--- src/rtl/multicycle_ctrl_if.sv ---
`default_nettype none
// +------------------------------------------------------------------+
// | multicycle_ctrl_if : decoder/memory handshake and control bundle  |
// | Rev 1.0                                                          |
// +------------------------------------------------------------------+
interface multicycle_ctrl_if #(
  parameter int CNT_W = 32
);
  logic             is_r_type;
  logic             is_i_type;
  logic             is_load;
  logic             is_store;
  logic             is_branch;
  logic             is_jump;
  logic             br_taken;
  logic             imem_ready;
  logic             dmem_ready;
  logic             imem_req;
  logic             ir_we;
  logic             pc_we;
  logic [1:0]       pc_sel;
  logic             rf_we;
  logic [1:0]       wb_sel;
  logic             alu_src_imm;
  logic             dmem_req;
  logic             dmem_we;
  logic             instr_done;
  logic             illegal;
  logic             timeout;
  logic [2:0]       state;
  logic [CNT_W-1:0] retired_cnt;

  // master: the controller; slave: decoder, comparator and memories
  modport master (
    input  is_r_type, is_i_type, is_load, is_store, is_branch, is_jump,
           br_taken, imem_ready, dmem_ready,
    output imem_req, ir_we, pc_we, pc_sel, rf_we, wb_sel, alu_src_imm,
           dmem_req, dmem_we, instr_done, illegal, timeout, state, retired_cnt
  );

  modport slave (
    output is_r_type, is_i_type, is_load, is_store, is_branch, is_jump,
           br_taken, imem_ready, dmem_ready,
    input  imem_req, ir_we, pc_we, pc_sel, rf_we, wb_sel, alu_src_imm,
           dmem_req, dmem_we, instr_done, illegal, timeout, state, retired_cnt
  );
endinterface
`default_nettype wire

--- src/rtl/multicycle_ctrl.sv ---
`default_nettype none
// +------------------------------------------------------------------+
// | multicycle_ctrl : RV32I multi-cycle control FSM with wait timeout |
// | Rev 1.0                                                          |
// +------------------------------------------------------------------+
module multicycle_ctrl #(
  parameter int MAX_WAIT     = 15,
  parameter int WAIT_W       = 4,
  parameter int CNT_W        = 32,
  parameter bit HALT_ON_TRAP = 1'b1
) (
  input wire clk,
  input wire rst_n,
  multicycle_ctrl_if.master bus
);

  localparam logic [2:0] C_IDLE   = 3'd0;
  localparam logic [2:0] C_FETCH  = 3'd1;
  localparam logic [2:0] C_DECODE = 3'd2;
  localparam logic [2:0] C_EXEC   = 3'd3;
  localparam logic [2:0] C_MEM    = 3'd4;
  localparam logic [2:0] C_WB     = 3'd5;
  localparam logic [2:0] C_TRAP   = 3'd6;
  localparam logic [2:0] C_HALT   = 3'd7;

  localparam logic [1:0] C_PC_4    = 2'b00;
  localparam logic [1:0] C_PC_BR   = 2'b01;
  localparam logic [1:0] C_PC_JMP  = 2'b10;
  localparam logic [1:0] C_PC_TRAP = 2'b11;
  localparam logic [1:0] C_WB_ALU  = 2'b00;
  localparam logic [1:0] C_WB_MEM  = 2'b01;
  localparam logic [1:0] C_WB_PC4  = 2'b10;

  localparam int C_R  = 5;
  localparam int C_I  = 4;
  localparam int C_LD = 3;
  localparam int C_ST = 2;
  localparam int C_BR = 1;
  localparam int C_JP = 0;

  localparam logic [WAIT_W-1:0] C_MAX_WAIT = WAIT_W'(MAX_WAIT);

  logic [2:0]        r_state;
  logic [2:0]        w_next;
  logic [5:0]        r_cls;
  logic [WAIT_W-1:0] r_wait;
  logic              r_illegal;
  logic              r_timeout;
  logic [CNT_W-1:0]  r_cnt;
  logic [5:0]        w_flags;
  logic              w_onehot;
  logic              w_set_ill;
  logic              w_set_to;

  logic       w_imem_req;
  logic       w_ir_we;
  logic       w_pc_we;
  logic [1:0] w_pc_sel;
  logic       w_rf_we;
  logic [1:0] w_wb_sel;
  logic       w_alu_src_imm;
  logic       w_dmem_req;
  logic       w_dmem_we;
  logic       w_instr_done;

  assign w_flags  = {bus.is_r_type, bus.is_i_type, bus.is_load,
                     bus.is_store, bus.is_branch, bus.is_jump};
  assign w_onehot = (w_flags != 6'd0) && ((w_flags & (w_flags - 6'd1)) == 6'd0);

  always_ff @(posedge clk or negedge rst_n) begin
    if (!rst_n) begin
      r_state <= C_IDLE;
    end else begin
      r_state <= w_next;
    end
  end

  always_comb begin
    w_next    = r_state;
    w_set_ill = 1'b0;
    w_set_to  = 1'b0;
    case (r_state)
      C_IDLE:   w_next = C_FETCH;
      C_FETCH: begin
        if (bus.imem_ready) begin
          w_next = C_DECODE;
        end else if (r_wait == C_MAX_WAIT) begin
          w_next   = C_TRAP;
          w_set_to = 1'b1;
        end
      end
      C_DECODE: begin
        if (w_onehot) begin
          w_next = C_EXEC;
        end else begin
          w_next    = C_TRAP;
          w_set_ill = 1'b1;
        end
      end
      C_EXEC: begin
        if (r_cls[C_BR] || r_cls[C_JP]) begin
          w_next = C_FETCH;
        end else if (r_cls[C_LD] || r_cls[C_ST]) begin
          w_next = C_MEM;
        end else if (r_cls[C_R] || r_cls[C_I]) begin
          w_next = C_WB;
        end else begin
          // Unreachable with a one-hot latch; treat a corrupted class as illegal.
          w_next    = C_TRAP;
          w_set_ill = 1'b1;
        end
      end
      C_MEM: begin
        if (bus.dmem_ready) begin
          w_next = r_cls[C_ST] ? C_FETCH : C_WB;
        end else if (r_wait == C_MAX_WAIT) begin
          w_next   = C_TRAP;
          w_set_to = 1'b1;
        end
      end
      C_WB:     w_next = C_FETCH;
      C_TRAP:   w_next = HALT_ON_TRAP ? C_HALT : C_FETCH;
      C_HALT:   w_next = C_HALT;
      default:  w_next = C_IDLE;
    endcase
  end

  always_comb begin
    w_imem_req    = 1'b0;
    w_ir_we       = 1'b0;
    w_pc_we       = 1'b0;
    w_pc_sel      = C_PC_4;
    w_rf_we       = 1'b0;
    w_wb_sel      = C_WB_ALU;
    w_alu_src_imm = 1'b0;
    w_dmem_req    = 1'b0;
    w_dmem_we     = 1'b0;
    w_instr_done  = 1'b0;
    case (r_state)
      C_FETCH: begin
        w_imem_req = 1'b1;
        w_ir_we    = bus.imem_ready;
      end
      C_EXEC: begin
        w_alu_src_imm = r_cls[C_I] | r_cls[C_LD] | r_cls[C_ST];
        if (r_cls[C_BR]) begin
          w_pc_we      = 1'b1;
          w_pc_sel     = bus.br_taken ? C_PC_BR : C_PC_4;
          w_instr_done = 1'b1;
        end
        if (r_cls[C_JP]) begin
          w_rf_we      = 1'b1;
          w_wb_sel     = C_WB_PC4;
          w_pc_we      = 1'b1;
          w_pc_sel     = C_PC_JMP;
          w_instr_done = 1'b1;
        end
      end
      C_MEM: begin
        w_dmem_req    = 1'b1;
        w_dmem_we     = r_cls[C_ST];
        w_alu_src_imm = 1'b1;
        // Stores retire straight from MEM; loads still need WB.
        if (bus.dmem_ready && r_cls[C_ST]) begin
          w_pc_we      = 1'b1;
          w_instr_done = 1'b1;
        end
      end
      C_WB: begin
        w_rf_we      = 1'b1;
        w_wb_sel     = r_cls[C_LD] ? C_WB_MEM : C_WB_ALU;
        w_pc_we      = 1'b1;
        w_instr_done = 1'b1;
      end
      C_TRAP: begin
        w_pc_we  = 1'b1;
        w_pc_sel = C_PC_TRAP;
      end
      default: ;
    endcase
  end

  always_ff @(posedge clk or negedge rst_n) begin
    if (!rst_n) begin
      r_cls     <= 6'd0;
      r_wait    <= '0;
      r_illegal <= 1'b0;
      r_timeout <= 1'b0;
      r_cnt     <= '0;
    end else begin
      if (r_state == C_DECODE) begin
        r_cls <= w_flags;
      end
      // Any state change clears the wait count, so FETCH and MEM always start from zero.
      if (w_next != r_state) begin
        r_wait <= '0;
      end else if (r_state == C_FETCH || r_state == C_MEM) begin
        r_wait <= r_wait + 1'b1;
      end
      if (w_set_ill) begin
        r_illegal <= 1'b1;
      end
      if (w_set_to) begin
        r_timeout <= 1'b1;
      end
      if (w_instr_done) begin
        r_cnt <= r_cnt + 1'b1;
      end
    end
  end

  assign bus.imem_req    = w_imem_req;
  assign bus.ir_we       = w_ir_we;
  assign bus.pc_we       = w_pc_we;
  assign bus.pc_sel      = w_pc_sel;
  assign bus.rf_we       = w_rf_we;
  assign bus.wb_sel      = w_wb_sel;
  assign bus.alu_src_imm = w_alu_src_imm;
  assign bus.dmem_req    = w_dmem_req;
  assign bus.dmem_we     = w_dmem_we;
  assign bus.instr_done  = w_instr_done;
  assign bus.illegal     = r_illegal;
  assign bus.timeout     = r_timeout;
  assign bus.state       = r_state;
  assign bus.retired_cnt = r_cnt;

endmodule
`default_nettype wire

--- src/flat_wrapper.sv ---
// flat-port wrapper written by rule: the top's interface ports become plain ports
module multicycle_ctrl_flat 
#(
  parameter int MAX_WAIT     = 15,
  parameter int WAIT_W       = 4,
  parameter int CNT_W        = 32,
  parameter bit HALT_ON_TRAP = 1'b1
)
  (clk, rst_n, bus_is_r_type, bus_is_i_type, bus_is_load, bus_is_store, bus_is_branch, bus_is_jump, bus_br_taken, bus_imem_ready, bus_dmem_ready, bus_imem_req, bus_ir_we, bus_pc_we, bus_pc_sel, bus_rf_we, bus_wb_sel, bus_alu_src_imm, bus_dmem_req, bus_dmem_we, bus_instr_done, bus_illegal, bus_timeout, bus_state, bus_retired_cnt);
  multicycle_ctrl_if #(.CNT_W(CNT_W)) bus_i ();
  input wire clk;
  input wire rst_n;
  input wire logic [$bits(bus_i.is_r_type)-1:0] bus_is_r_type;
  input wire logic [$bits(bus_i.is_i_type)-1:0] bus_is_i_type;
  input wire logic [$bits(bus_i.is_load)-1:0] bus_is_load;
  input wire logic [$bits(bus_i.is_store)-1:0] bus_is_store;
  input wire logic [$bits(bus_i.is_branch)-1:0] bus_is_branch;
  input wire logic [$bits(bus_i.is_jump)-1:0] bus_is_jump;
  input wire logic [$bits(bus_i.br_taken)-1:0] bus_br_taken;
  input wire logic [$bits(bus_i.imem_ready)-1:0] bus_imem_ready;
  input wire logic [$bits(bus_i.dmem_ready)-1:0] bus_dmem_ready;
  output wire logic [$bits(bus_i.imem_req)-1:0] bus_imem_req;
  output wire logic [$bits(bus_i.ir_we)-1:0] bus_ir_we;
  output wire logic [$bits(bus_i.pc_we)-1:0] bus_pc_we;
  output wire logic [$bits(bus_i.pc_sel)-1:0] bus_pc_sel;
  output wire logic [$bits(bus_i.rf_we)-1:0] bus_rf_we;
  output wire logic [$bits(bus_i.wb_sel)-1:0] bus_wb_sel;
  output wire logic [$bits(bus_i.alu_src_imm)-1:0] bus_alu_src_imm;
  output wire logic [$bits(bus_i.dmem_req)-1:0] bus_dmem_req;
  output wire logic [$bits(bus_i.dmem_we)-1:0] bus_dmem_we;
  output wire logic [$bits(bus_i.instr_done)-1:0] bus_instr_done;
  output wire logic [$bits(bus_i.illegal)-1:0] bus_illegal;
  output wire logic [$bits(bus_i.timeout)-1:0] bus_timeout;
  output wire logic [$bits(bus_i.state)-1:0] bus_state;
  output wire logic [$bits(bus_i.retired_cnt)-1:0] bus_retired_cnt;
  assign bus_i.is_r_type = bus_is_r_type;
  assign bus_i.is_i_type = bus_is_i_type;
  assign bus_i.is_load = bus_is_load;
  assign bus_i.is_store = bus_is_store;
  assign bus_i.is_branch = bus_is_branch;
  assign bus_i.is_jump = bus_is_jump;
  assign bus_i.br_taken = bus_br_taken;
  assign bus_i.imem_ready = bus_imem_ready;
  assign bus_i.dmem_ready = bus_dmem_ready;
  assign bus_imem_req = bus_i.imem_req;
  assign bus_ir_we = bus_i.ir_we;
  assign bus_pc_we = bus_i.pc_we;
  assign bus_pc_sel = bus_i.pc_sel;
  assign bus_rf_we = bus_i.rf_we;
  assign bus_wb_sel = bus_i.wb_sel;
  assign bus_alu_src_imm = bus_i.alu_src_imm;
  assign bus_dmem_req = bus_i.dmem_req;
  assign bus_dmem_we = bus_i.dmem_we;
  assign bus_instr_done = bus_i.instr_done;
  assign bus_illegal = bus_i.illegal;
  assign bus_timeout = bus_i.timeout;
  assign bus_state = bus_i.state;
  assign bus_retired_cnt = bus_i.retired_cnt;
  multicycle_ctrl #(.MAX_WAIT(MAX_WAIT), .WAIT_W(WAIT_W), .CNT_W(CNT_W), .HALT_ON_TRAP(HALT_ON_TRAP)) u_core (.clk(clk), .rst_n(rst_n), .bus(bus_i));
endmodule
--- config.mk ---
export PLATFORM = sky130hd
export DESIGN_NAME = multicycle_ctrl_flat
export DESIGN_NICKNAME = d
export VERILOG_FILES = /design/src/rtl/multicycle_ctrl_if.sv /design/src/rtl/multicycle_ctrl.sv /design/src/flat_wrapper.sv
export SDC_FILE = /design/constraint.sdc
export NUM_CORES = 1
export LEC_CHECK = 0
export BUFFER_PORTS_ARGS = -buffer_cell sky130_fd_sc_hd__buf_2
export CAP_MARGIN = 20
export CORE_MARGIN = 5
export CORE_UTILIZATION = 53
export CTS_CLUSTER_DIAMETER = 100
export DETAILED_ROUTE_END_ITERATION = 12
export GPL_TIMING_DRIVEN = 0
export PLACE_DENSITY = 0.79
export SLEW_MARGIN = 15
export SYNTH_ARGS = -nofsm -noshare
export SYNTH_HDL_FRONTEND = slang
export SYNTH_SLANG_ARGS = --single-unit
--- constraint.sdc ---
create_clock -name clk -period 1.8 [get_ports clk]
set_input_delay 0.27 -clock clk [delete_from_list [all_inputs] [get_ports clk]]
set_output_delay 0.27 -clock clk [all_outputs]
set_load 0.02 [all_outputs]
=== Word level (Yosys, flattened, before mapping) ===
Cells that the tools add are included.

* Add/subtract/negate cells: 3
* Multiplexer cells: 39
* Reduce and logical (&&, ||, !) cells: 13
* Bitwise gates (word level): 3
* Equality and inequality tests: 9

{| class="wikitable"
|+ Operator list
! kind !! number
|-
| adder 32 x 1 -> 32 bit, second input constant || 1
|-
| 2-to-1 mux 3 bit || 7
|-
| case mux 3 bit (6 select lines) || 1
|-
| 2-to-1 mux 1 bit || 17
|-
| equality test 3 bit, second input constant || 4
|-
| 2-to-1 mux 2 bit || 4
|-
| 2-to-1 mux 4 bit || 2
|-
| case mux 1 bit (2 select lines) || 4
|-
| case mux 2 bit (2 select lines) || 2
|-
| AND 6 bit || 1
|-
| equality test 3 x 2 -> 1 bit, second input constant || 2
|-
| zero test 6 bit || 1
|-
| case mux 1 bit (3 select lines) || 2
|-
| nonzero test 6 bit || 1
|-
| OR reduction 2 bit || 3
|-
| subtractor 6 x 1 -> 6 bit, second input constant || 1
|-
| adder 4 x 1 -> 4 bit, second input constant || 1
|-
| equality test 4 bit, second input constant || 1
|-
| logical OR 1 bit || 4
|-
| equality test 3 x 1 -> 1 bit, second input constant || 1
|-
| zero test 3 bit || 1
|-
| inequality test 3 bit || 1
|-
| logical AND 1 bit || 2
|-
| bitwise OR 1 bit || 2
|-
| nonzero test 2 bit || 1
|}

* Logic and storage cells: 73
* Register bits after elaboration: 47

=== Depth between registers and ports, before layout ===
Gate-level depths: netlist of run 1.

* Depth in word-level cells: 8
* Depth in mapped cells: 7

=== Worst setup path before layout of run 1 ===
No wires, ideal clock.

* Path type: register to output
* Start: register u_core.r_state[1] (netlist: u_core.bus.state[1])
* End: output port bus_rf_we
* Required time: 1.530 ns
* Data arrival time: 1.784 ns
* Stages on the path, launching flop included: 6
* Path slack: -0.254 ns
* Cell sequence: dfrtp_1 -> buf_4 -> clkbuf_1 -> clkbuf_1 -> nand3b_1 -> a21boi_0

* Longest elaborated chain between the ends: 2
* Elaborated cells on any way between the ends: 3

{| class="wikitable"
|+ Ends and longest elaborated chain
! item !! RTL line !! RTL
|-
| start, declared || multicycle_ctrl.sv:43 || <nowiki>logic [2:0] r_state;</nowiki>
|-
| start signal, assigned || multicycle_ctrl.sv:74 || <nowiki>r_state <= w_next;</nowiki>
|-
| equality test 3 bit or equality test 3 x 2 -> 1 bit (tied branches) || multicycle_ctrl.sv:139 || <nowiki>case (r_state)</nowiki>
|-
| case mux 1 bit (2 select lines) (*) || multicycle_ctrl.sv:139 ||
|-
| end, declared || flat_wrapper.sv:26 || <nowiki>output wire logic [$bits(bus_i.rf_we)-1:0] bus_rf_we;</nowiki>
|}

Every way passes the cells marked *; elsewhere a longest branch is shown, timed or not.

=== Worst setup path after layout of run 1 ===
* Start: register u_core.r_state[2] (netlist: u_core.bus.state[2])
* End: output port bus_pc_sel[1]

* Longest elaborated chain between the ends: 2
* Elaborated cells on any way between the ends: 3

{| class="wikitable"
|+ Ends and longest elaborated chain
! item !! RTL line !! RTL
|-
| equality test 3 bit or equality test 3 x 2 -> 1 bit (tied branches) || multicycle_ctrl.sv:139 ||
|-
| case mux 2 bit (2 select lines) (*) || multicycle_ctrl.sv:139 ||
|-
| end, declared || flat_wrapper.sv:25 || <nowiki>output wire logic [$bits(bus_i.pc_sel)-1:0] bus_pc_sel;</nowiki>
|}

Marks and branches as above.

==> results.cfg, run 1 <==
[yosys]
syn-cell-area_sq_um = 2520
synth_top_area_share = 0.467
syn_avg_cell_area_sq_um = 10.2
yosysTopAreaCell = dfrtp_1
synth_ff_type = dfrtp_1
synth_cell_types = 45
synth_fp_nets = 259
synth_async_sr_flop_share = 1.00
ys_ff_latch = 47
synth_edf_count = 0
ys_top_cells_by_area = dfrtp_1 47%, xnor2_1 9.0%, and3_1 4.0%, nand2_1 3.1%, nor2_1 2.8%
synthCells = 246
ys_seq_area_frac = 0.467
yosysWarnings = 0

[floorplan]
num_io_pins = 60
die_width_um = 79.0
start_util = 0.541
coreArea_sq_um = 4660
rows = 25
dieArea_sq_um = 6240
die_y_um = 79.0

[drt]
vias_per_cell = 5.64
drt_pass1_iterations = 4
drt-met1-wl_mm = 2.64
drc_errors = 0
wl_met3_um = 332
highest_layer = met4
wl_met2_mm = 2.93
drtAntennaViolNets = 0
routed_wl_mm = 6.03
wl_per_cell_um = 15.7
vias = 2172
drt-initial-drc-count = 156

[sta]
tightest_slew_ns = 0.376
hold_violations = 0
finalCriticalPeriod_ns = 1.78
setup_viol = 0
finClkSkew_ns = 0.00723
finalCritPeriodShare = 0.989
fin_tns_setup_ns = 0
drv_slew = 0
max_slew_margin = 0.749
max_freq_ghz = 0.562
rsz0062_at_grt = yes

[power_and_ir_drop]
power_mw = 1.92
p_leak_nw = 1.67
ir_drop_v = 0.000505
p_per_area_nw_per_um2 = 578

[critical_path]
worstReg2RegStart = u_core.bus.state[1]
endpoint_kind = primary output
max_stage_delay_ns = 0.43
startpoint = u_core.bus.state[2]
cp_max_fo = 10
required_ns = 1.53
worstPathCellList = clkbuf_8 -> nor2b_4 -> nand2_1 -> a21boi_1 -> buf_4
start_kind = flop
slowest_stage = dfrtp_2
arrival_ns = 1.51
setup.worst_path.class = reg -> out

[grt]
grt_use_total = 0.194
antenna_found_initial = 0
grt_pass1_vias = 2067
grt_max_degree = 48
grt_pass1_wl_mm = 9.64
overflow = 0

[place]
io_buffers = 59
dp_hpwl_mm = 3.98
gp_congestion = 0.848

[clocking]
htree_levels = 2
cts-root-buf = clkbuf_8
path_clk_slew_ns = 0.08
cts_buffer_depth = 2
tritoncts = done
clkSinkCount = 47
clk_latency_ns = 0.30
numCtsBuffers = 5

[cells_and_area]
nFillCells = 337
drive_gt1_frac = 0.381
final_nets = 343
final_common_cell = buf_2
area_growth_pct = 31.8
n_antenna_cell = 0
layout_common_cells = 52 x buf_2, 42 x dfrtp_1, 26 x xnor2_1, 21 x nand2_1, 17 x buf_4

[min_path]
hold_class = in -> reg
hold_start = bus_is_branch

[outcome]
status = finished clean

[job]
cap_viol_max_count = 0
-- worst max-delay path: cells and delay by family, from the launching register on --
| family | cells | cell delay, ns |
|---|---|---|
| DFF | 1 | 0.43 |
| buffers and inverters | 2 | 0.35 |
| and+or+nand+nor | 2 | 0.23 |
| AOI/OAI and AO/OA | 1 | 0.20 |
-- cell type report --
cell class,instances,area [sq um],share of cell area
Tap cell,54,67.6,0.0203
Clock inverter,2,38.8,0.0117
Inverter,4,15.0,0.00452
Multi-Input combinational cell,185,1330,0.401
Sequential cell,47,1180,0.356
Clock buffer,6,82.6,0.0249
Timing Repair Buffer,78,505,0.152
Buffer,9,97.6,0.0294
-- sequential cells by signal, summed over array words and instances, names as in the netlist --
signal	cells
u_core.r_cls	6
u_core.r_wait	4
u_core.bus.state	3
u_core.bus.illegal	1
u_core.bus.retired_cnt	32
u_core.bus.timeout	1
-- Yosys cell counts, types with 2 or more instances --
| library cell | instances |
|---|---|
| dfrtp_1 | 47 |
| xnor2_1 | 26 |
| nand2_1 | 21 |
| nor2_1 | 19 |
| and3_1 | 16 |
| nand4_1 | 11 |
| nand3_1 | 10 |
| xor2_1 | 8 |
| mux2_2 | 6 |
| o21ai_0 | 6 |
| a21oi_1 | 5 |
| clkbuf_1 | 5 |
| nand3_2 | 5 |
| o211ai_1 | 5 |
| and2_1 | 4 |
| inv_1 | 4 |
| nand2b_1 | 4 |
| nor3_1 | 4 |
| a31oi_1 | 3 |
| buf_4 | 3 |
| nor2b_1 | 3 |
| a211o_1 | 2 |
| a21boi_0 | 2 |
| a21o_1 | 2 |
| and4_1 | 2 |
| ha_1 | 2 |
| nor3b_1 | 2 |
| o22ai_1 | 2 |
-- through the flow --
stage / hold WS [ns] / instance area (sq um) / setup WS [ns] / instances / utilization
2_1_floorplan: -0.0256 / 2530 / -0.0529 / 246 / -
3_3_place_gp: 0.437 / 2900 / -0.103 / 359 / 0.621
3_5_place_dp: 0.450 / 2900 / -0.133 / 359 / 0.621
4_1_cts: 0.167 / 3160 / -0.0110 / 373 / 0.677
5_1_grt: 0.261 / 3320 / -0.0762 / 385 / 0.713
6_report: 0.252 / 3320 / 0.0206 / 385 / 0.713
-- kinds of logic (layout without fill, tap and decap cells) --
kind of cell,count (synthesis),after routing,synth area share
AO/OA/AOI/OAI,35,35,0.0983
buffers and inverters,14,99,0.0288
AND/OR/NAND/NOR,107,107,0.248
multiplexers,7,7,0.0308
flip-flops,47,47,0.467
XOR/XNOR,34,34,0.118
adder cells (fa/ha/maj),2,2,0.00992
-- power by group --
group          internal, mW  total, mW  switching, mW
registers              1.05       1.05              0
clock network         0.457      0.808          0.351
logic                0.0196     0.0589         0.0392
total                  1.53       1.92          0.391
-- final timing paths --
kind | endpoint | slack, ns | depth (start not counted)
min reg2reg | u_core.bus.timeout | 0.47 | 1
max reg2reg | u_core.bus.retired_cnt[29] | 0.04 | 6
max | bus_pc_sel[1] | 0.02 | 5
min | u_core.r_cls[1] | 0.25 | 2
max in group asynchronous | u_core.bus.state[0] | 0.94 | 3
min in group asynchronous | u_core.bus.retired_cnt[29] | 0.37 | 2
-- metal layers --
| layer | global-route usage | vias up |
|---|---|---|
| met5 | 0 | - |
| met3 | 0.0397 | 15 |
| met2 | 0.318 | 86 |
| met1 | 0.254 | 1034 |
| li1 | - | 1037 |
| met4 | 0.0687 | 0 |
-- timing repair --
item | CTS | global route
hold buffers | 0 | 1
cloned | 0 | 1
pin swaps | 1 | 12
endpoints found under the setup margin | 36 | 37
gates resized for setup | 27 | 22
buffers inserted | 6 | 10
endpoints found under the hold margin | 0 | 11
(Power assumes the default switching activity.)
==> run 2: changes to the inputs <==
- CORE_UTILIZATION: 53 -> 45
- PLACE_DENSITY: 0.79 -> 0.69
==> results.cfg, run 2 (same netlist as run 1, synthesis figures left out) <==
[clocking]
clkSinkCount = 47
cts-root-buf = clkbuf_8
cts_buffer_depth = 2
clk_latency_ns = 0.30
htree_levels = 2
numCtsBuffers = 5
tritoncts = done
path_clk_slew_ns = 0.09
hold_buffers = 0

[sta]
hold_violations = 47
finalWorstSetupSlack_ns = -0.0282
max_slew_margin = 0.609
timing.hold.ws_ns = -0.0305
drv_slew = 0
max_freq_ghz = 0.547
finClkSkew_ns = 0.00867
finalCriticalPeriod_ns = 1.83
tightest_slew_ns = 0.586
setup_viol = 1
rsz0062_at_grt = yes
finalCritPeriodShare = 1.02

[floorplan]
die_y_um = 84.9
die_width_um = 84.9
rows = 27
start_util = 0.461
dieArea_sq_um = 7200
coreArea_sq_um = 5470
num_io_pins = 60

[cells_and_area]
n_antenna_cell = 0
drive_gt1_frac = 0.401
largest_reg_flops = 32
final_nets = 349
multi_input_area_sq_um = 1360
final_common_cell = buf_2
regArea_sq_um = 1180
layout_common_cells = 52 x buf_2, 42 x dfrtp_1, 30 x buf_4, 25 x xnor2_1, 17 x nand2_1
area_growth_pct = 33.7
nFillCells = 485

[job]
cap_viol_max_count = 0

[outcome]
status = finished, violations left
failed_checks = hold timing, setup timing

[drt]
routed_wl_mm = 6.01
drtAntennaViolNets = 0
drt-met1-wl_mm = 2.69
drt-initial-drc-count = 93
drt_pass1_iterations = 4
highest_layer = met4
vias_per_cell = 5.38
drc_errors = 0
vias = 2200
wl_met3_um = 296
wl_per_cell_um = 14.7
wl_met2_mm = 2.93

[place]
gp_congestion = 0.826
io_buffers = 59
post-place-ws_ns = -0.151
dp_hpwl_mm = 4.17

[critical_path]
worstReg2RegStart = u_core.bus.state[1]
r2r_cells = 6
start_kind = flop
reg2reg_to = u_core.bus.retired_cnt[22]
max_stage_delay_ns = 0.47
endpoint_kind = primary output
slowest_stage = dfrtp_2
arrival_ns = 1.56
critical_path.most_common_cell = buf_4
setup.worst_path.class = reg -> out
worstPathCellList = nand2b_1 -> buf_4 -> nor2_1 -> and2_1 -> buf_4
required_ns = 1.53
reg2reg_slack_ns = 0.02
cp_max_fo = 10

[grt]
grt_use_total = 0.172
overflow = 0
grt_pass1_vias = 2129
grt_pass1_wl_mm = 10.2
grt_max_degree = 48
antenna_found_initial = 0

[power_and_ir_drop]
p_leak_nw = 1.70
ir_drop_v = 0.000387
power_mw = 1.92
p_per_area_nw_per_um2 = 570

[min_path]
hold_class = in -> async
## run 2: changes by cell type in the layout (fill, tap and decap cells not counted), moves of 2 or more
cell     previous run  this run
buf_12              2         0
nand3_2             7         5
nand2_1            21        17
buf_4              17        30
buf_6              10         6
nand2_2             0         3
## run 2: report_power, final
group          internal, mW  leakage, nW  switching (mW)
Sequential             1.05        0.617               0
Combinational        0.0146         1.02          0.0385
Clock                 0.457       0.0618           0.357
Total                  1.53         1.70           0.396
## run 2: cell type report
type                            instances  area share
Multi-Input combinational cell        185       0.403
Sequential cell                        47       0.351
Timing Repair Buffer                   84       0.153
Tap cell                               72      0.0267
Buffer                                  9      0.0263
Clock buffer                            6      0.0245
Clock inverter                          2      0.0115
Inverter                                4     0.00445
## run 2: repair_timing
item,in CTS,in global routing
pin swaps,2,8
gates resized for setup,23,27
gates cloned,0,1
endpoints found under the setup margin,37,37
setup buffers,6,18
## run 2: layer usage
layer,track usage,vias to the layer above
li1,-,1050
met1,0.230,1080
met2,0.288,59
met3,0.0350,11
met4,0.0388,0
met5,0,-
## run 2: through the flow
stage	instances	cell area (sq um)	TNS, ns	utilization
detailed placement	377	2920	-2.33	0.533
global placement	377	2920	-1.53	0.533
floorplan	246	2530	-0.542	-
CTS	391	3160	-0.0311	0.577
finish	409	3370	-0.0282	0.616
global route	409	3370	-1.10	0.616
## run 2: worst max path at each step
stage | slack (ns) | endpoint | depth (start not counted) | start
floorplan | -0.05 | u_core.bus.retired_cnt[12] | 7 | u_core.bus.state[1]
detailed placement | -0.15 | bus_rf_we | 6 | u_core.bus.state[1]
finish | -0.03 | bus_dmem_we | 5 | u_core.bus.state[0]
global route | -0.1 | u_core.bus.retired_cnt[22] | 7 | u_core.bus.state[0]
CTS | -0.02 | bus_rf_we | 6 | u_core.bus.state[1]
global placement | -0.12 | u_core.bus.retired_cnt[31] | 7 | u_core.bus.state[1]
## run 2: critical path, delay by kind of cell, from the launching register on
kind / cells / cell delay, ns
simple gates: 3 / 0.47
flops: 1 / 0.47
buf+inv: 2 / 0.32
==> run 3: changes to the inputs <==
- BUFFER_PORTS_ARGS: -buffer_cell sky130_fd_sc_hd__buf_2 -> unset
- DONT_BUFFER_PORTS: unset -> 1
- PLACE_DENSITY: 0.69 -> unset
==> results.cfg, run 3 (same netlist as run 1, synthesis figures left out) <==
[cells_and_area]
area_growth_pct = 25.4
largest_reg_flops = 32
drive_gt1_frac = 0.310
postLayoutCellArea_sq_um = 3160
final_nets = 283
n_antenna_cell = 0
final_common_cell = dfrtp_1
layout_common_cells = 43 x dfrtp_1, 24 x xnor2_1, 16 x nand2_1, 14 x nor2_1, 14 x and3_1
final_cells = 343

[place]
post-place-ws_ns = -0.418
placed_cell_area_sq_um = 2620
io_buffers = 0
gp_congestion = 0.867
dp_hpwl_mm = 3.86
placed_cells = 318

[floorplan]
rows = 27
die_y_um = 84.9
start_util = 0.461
num_io_pins = 60
dieArea_sq_um = 7200
coreArea_sq_um = 5470
die_width_um = 84.9

[outcome]
status = finished, violations left
failed_checks = setup timing

[sta]
drv_slew = 0
setup_viol = 34
rsz0062_at_grt = yes
finClkSkew_ns = 0.00766
hold_violations = 0
finalCriticalPeriod_ns = 1.99
max_freq_ghz = 0.502
finalWorstSetupSlack_ns = -0.191
max_slew_margin = 0.711
finalCritPeriodShare = 1.11
tightest_slew_ns = 0.430
timing.hold.ws_ns = 0.114

[grt]
grt_use_total = 0.177
grt_pass1_vias = 1942
grt_pass1_wl_mm = 10.2
overflow = 0
grt_max_degree = 48
antenna_found_initial = 0

[drt]
vias_per_cell = 5.66
drtAntennaViolNets = 0
vias = 1942
drc_errors = 0
wl_per_cell_um = 17.9
drt_pass1_iterations = 4
routed_wl_mm = 6.13
drt-initial-drc-count = 73

[clocking]
clkSinkCount = 47
clk_latency_ns = 0.31
cts-root-buf = clkbuf_8
path_clk_slew_ns = 0.09
tritoncts = done
numCtsBuffers = 5
cts_buffer_depth = 2
htree_levels = 2

[critical_path]
start_kind = flop
cp_max_fo = 5
required_ns = 1.53
setup.worst_path.class = reg -> out
arrival_ns = 1.72
endpoint_kind = primary output

[power_and_ir_drop]
power_mw = 1.93
ir_drop_v = 0.000334
p_leak_nw = 1.44
p_per_area_nw_per_um2 = 610

[job]
cap_viol_max_count = 0

[min_path]
hold_class = in -> reg
run 3: metrics by stage:
step / utilization / setup TNS (ns)
after CTS: 0.558 / -4.37
after global placement: 0.479 / -9.59
after global routing: 0.578 / -8.07
final: 0.578 / -4.37
after detailed placement: 0.479 / -9.54
after floorplan: - / -0.542
run 3: repair_timing:
action | in CTS | in global routing
setup endpoints to repair | 50 | 39
gates resized for setup | 48 | 18
pin swaps | 20 | 11
hold buffers | 2 | 0
cloned | 4 | 0
hold endpoints to repair | 47 | 0
setup buffers | 8 | 3
run 3: layer usage:
metal  wire (um)  global-route usage
met1        2740               0.244
met2        2900               0.270
met3         354              0.0485
met4         136              0.0576
met5           0                   0
run 3: report_power, final:
group,internal (mW),switching [mW]
Combinational,0.0140,0.0280
Sequential,1.05,0
Clock,0.457,0.374
run 3: worst paths after layout:
check	cells after the start	endpoint	start	slack [ns]
setup / recovery	7	bus_rf_we	u_core.bus.state[1]	-0.19
hold / removal	1	u_core.r_cls[5]	bus_is_r_type	0.11
setup reg to reg	7	u_core.bus.retired_cnt[22]	u_core.bus.state[1]	-0.19
hold reg to reg	1	u_core.r_cls[5]	u_core.r_cls[5]	0.51
max in group asynchronous	2	u_core.bus.retired_cnt[10]	rst_n	1.08
min in group asynchronous	2	u_core.r_cls[3]	rst_n	0.50
run 3: critical path, stage by stage (launching register included):
cell	delay, ns
dfrtp_2	0.44
buf_6	0.13
buf_4	0.11
buf_6	0.10
clkbuf_16	0.14
clkbuf_16	0.14
nand3b_1	0.12
a21boi_4	0.23
run 3: area by class of cell:
type / count / area (sq um)
Fill cell: 472 / 2310
Clock inverter: 2 / 38.8
Timing Repair Buffer: 16 / 164
Sequential cell: 47 / 1180
Clock buffer: 6 / 82.6
Tap cell: 72 / 90.1
Multi-Input combinational cell: 186 / 1470
Buffer: 10 / 115
Inverter: 4 / 15.0
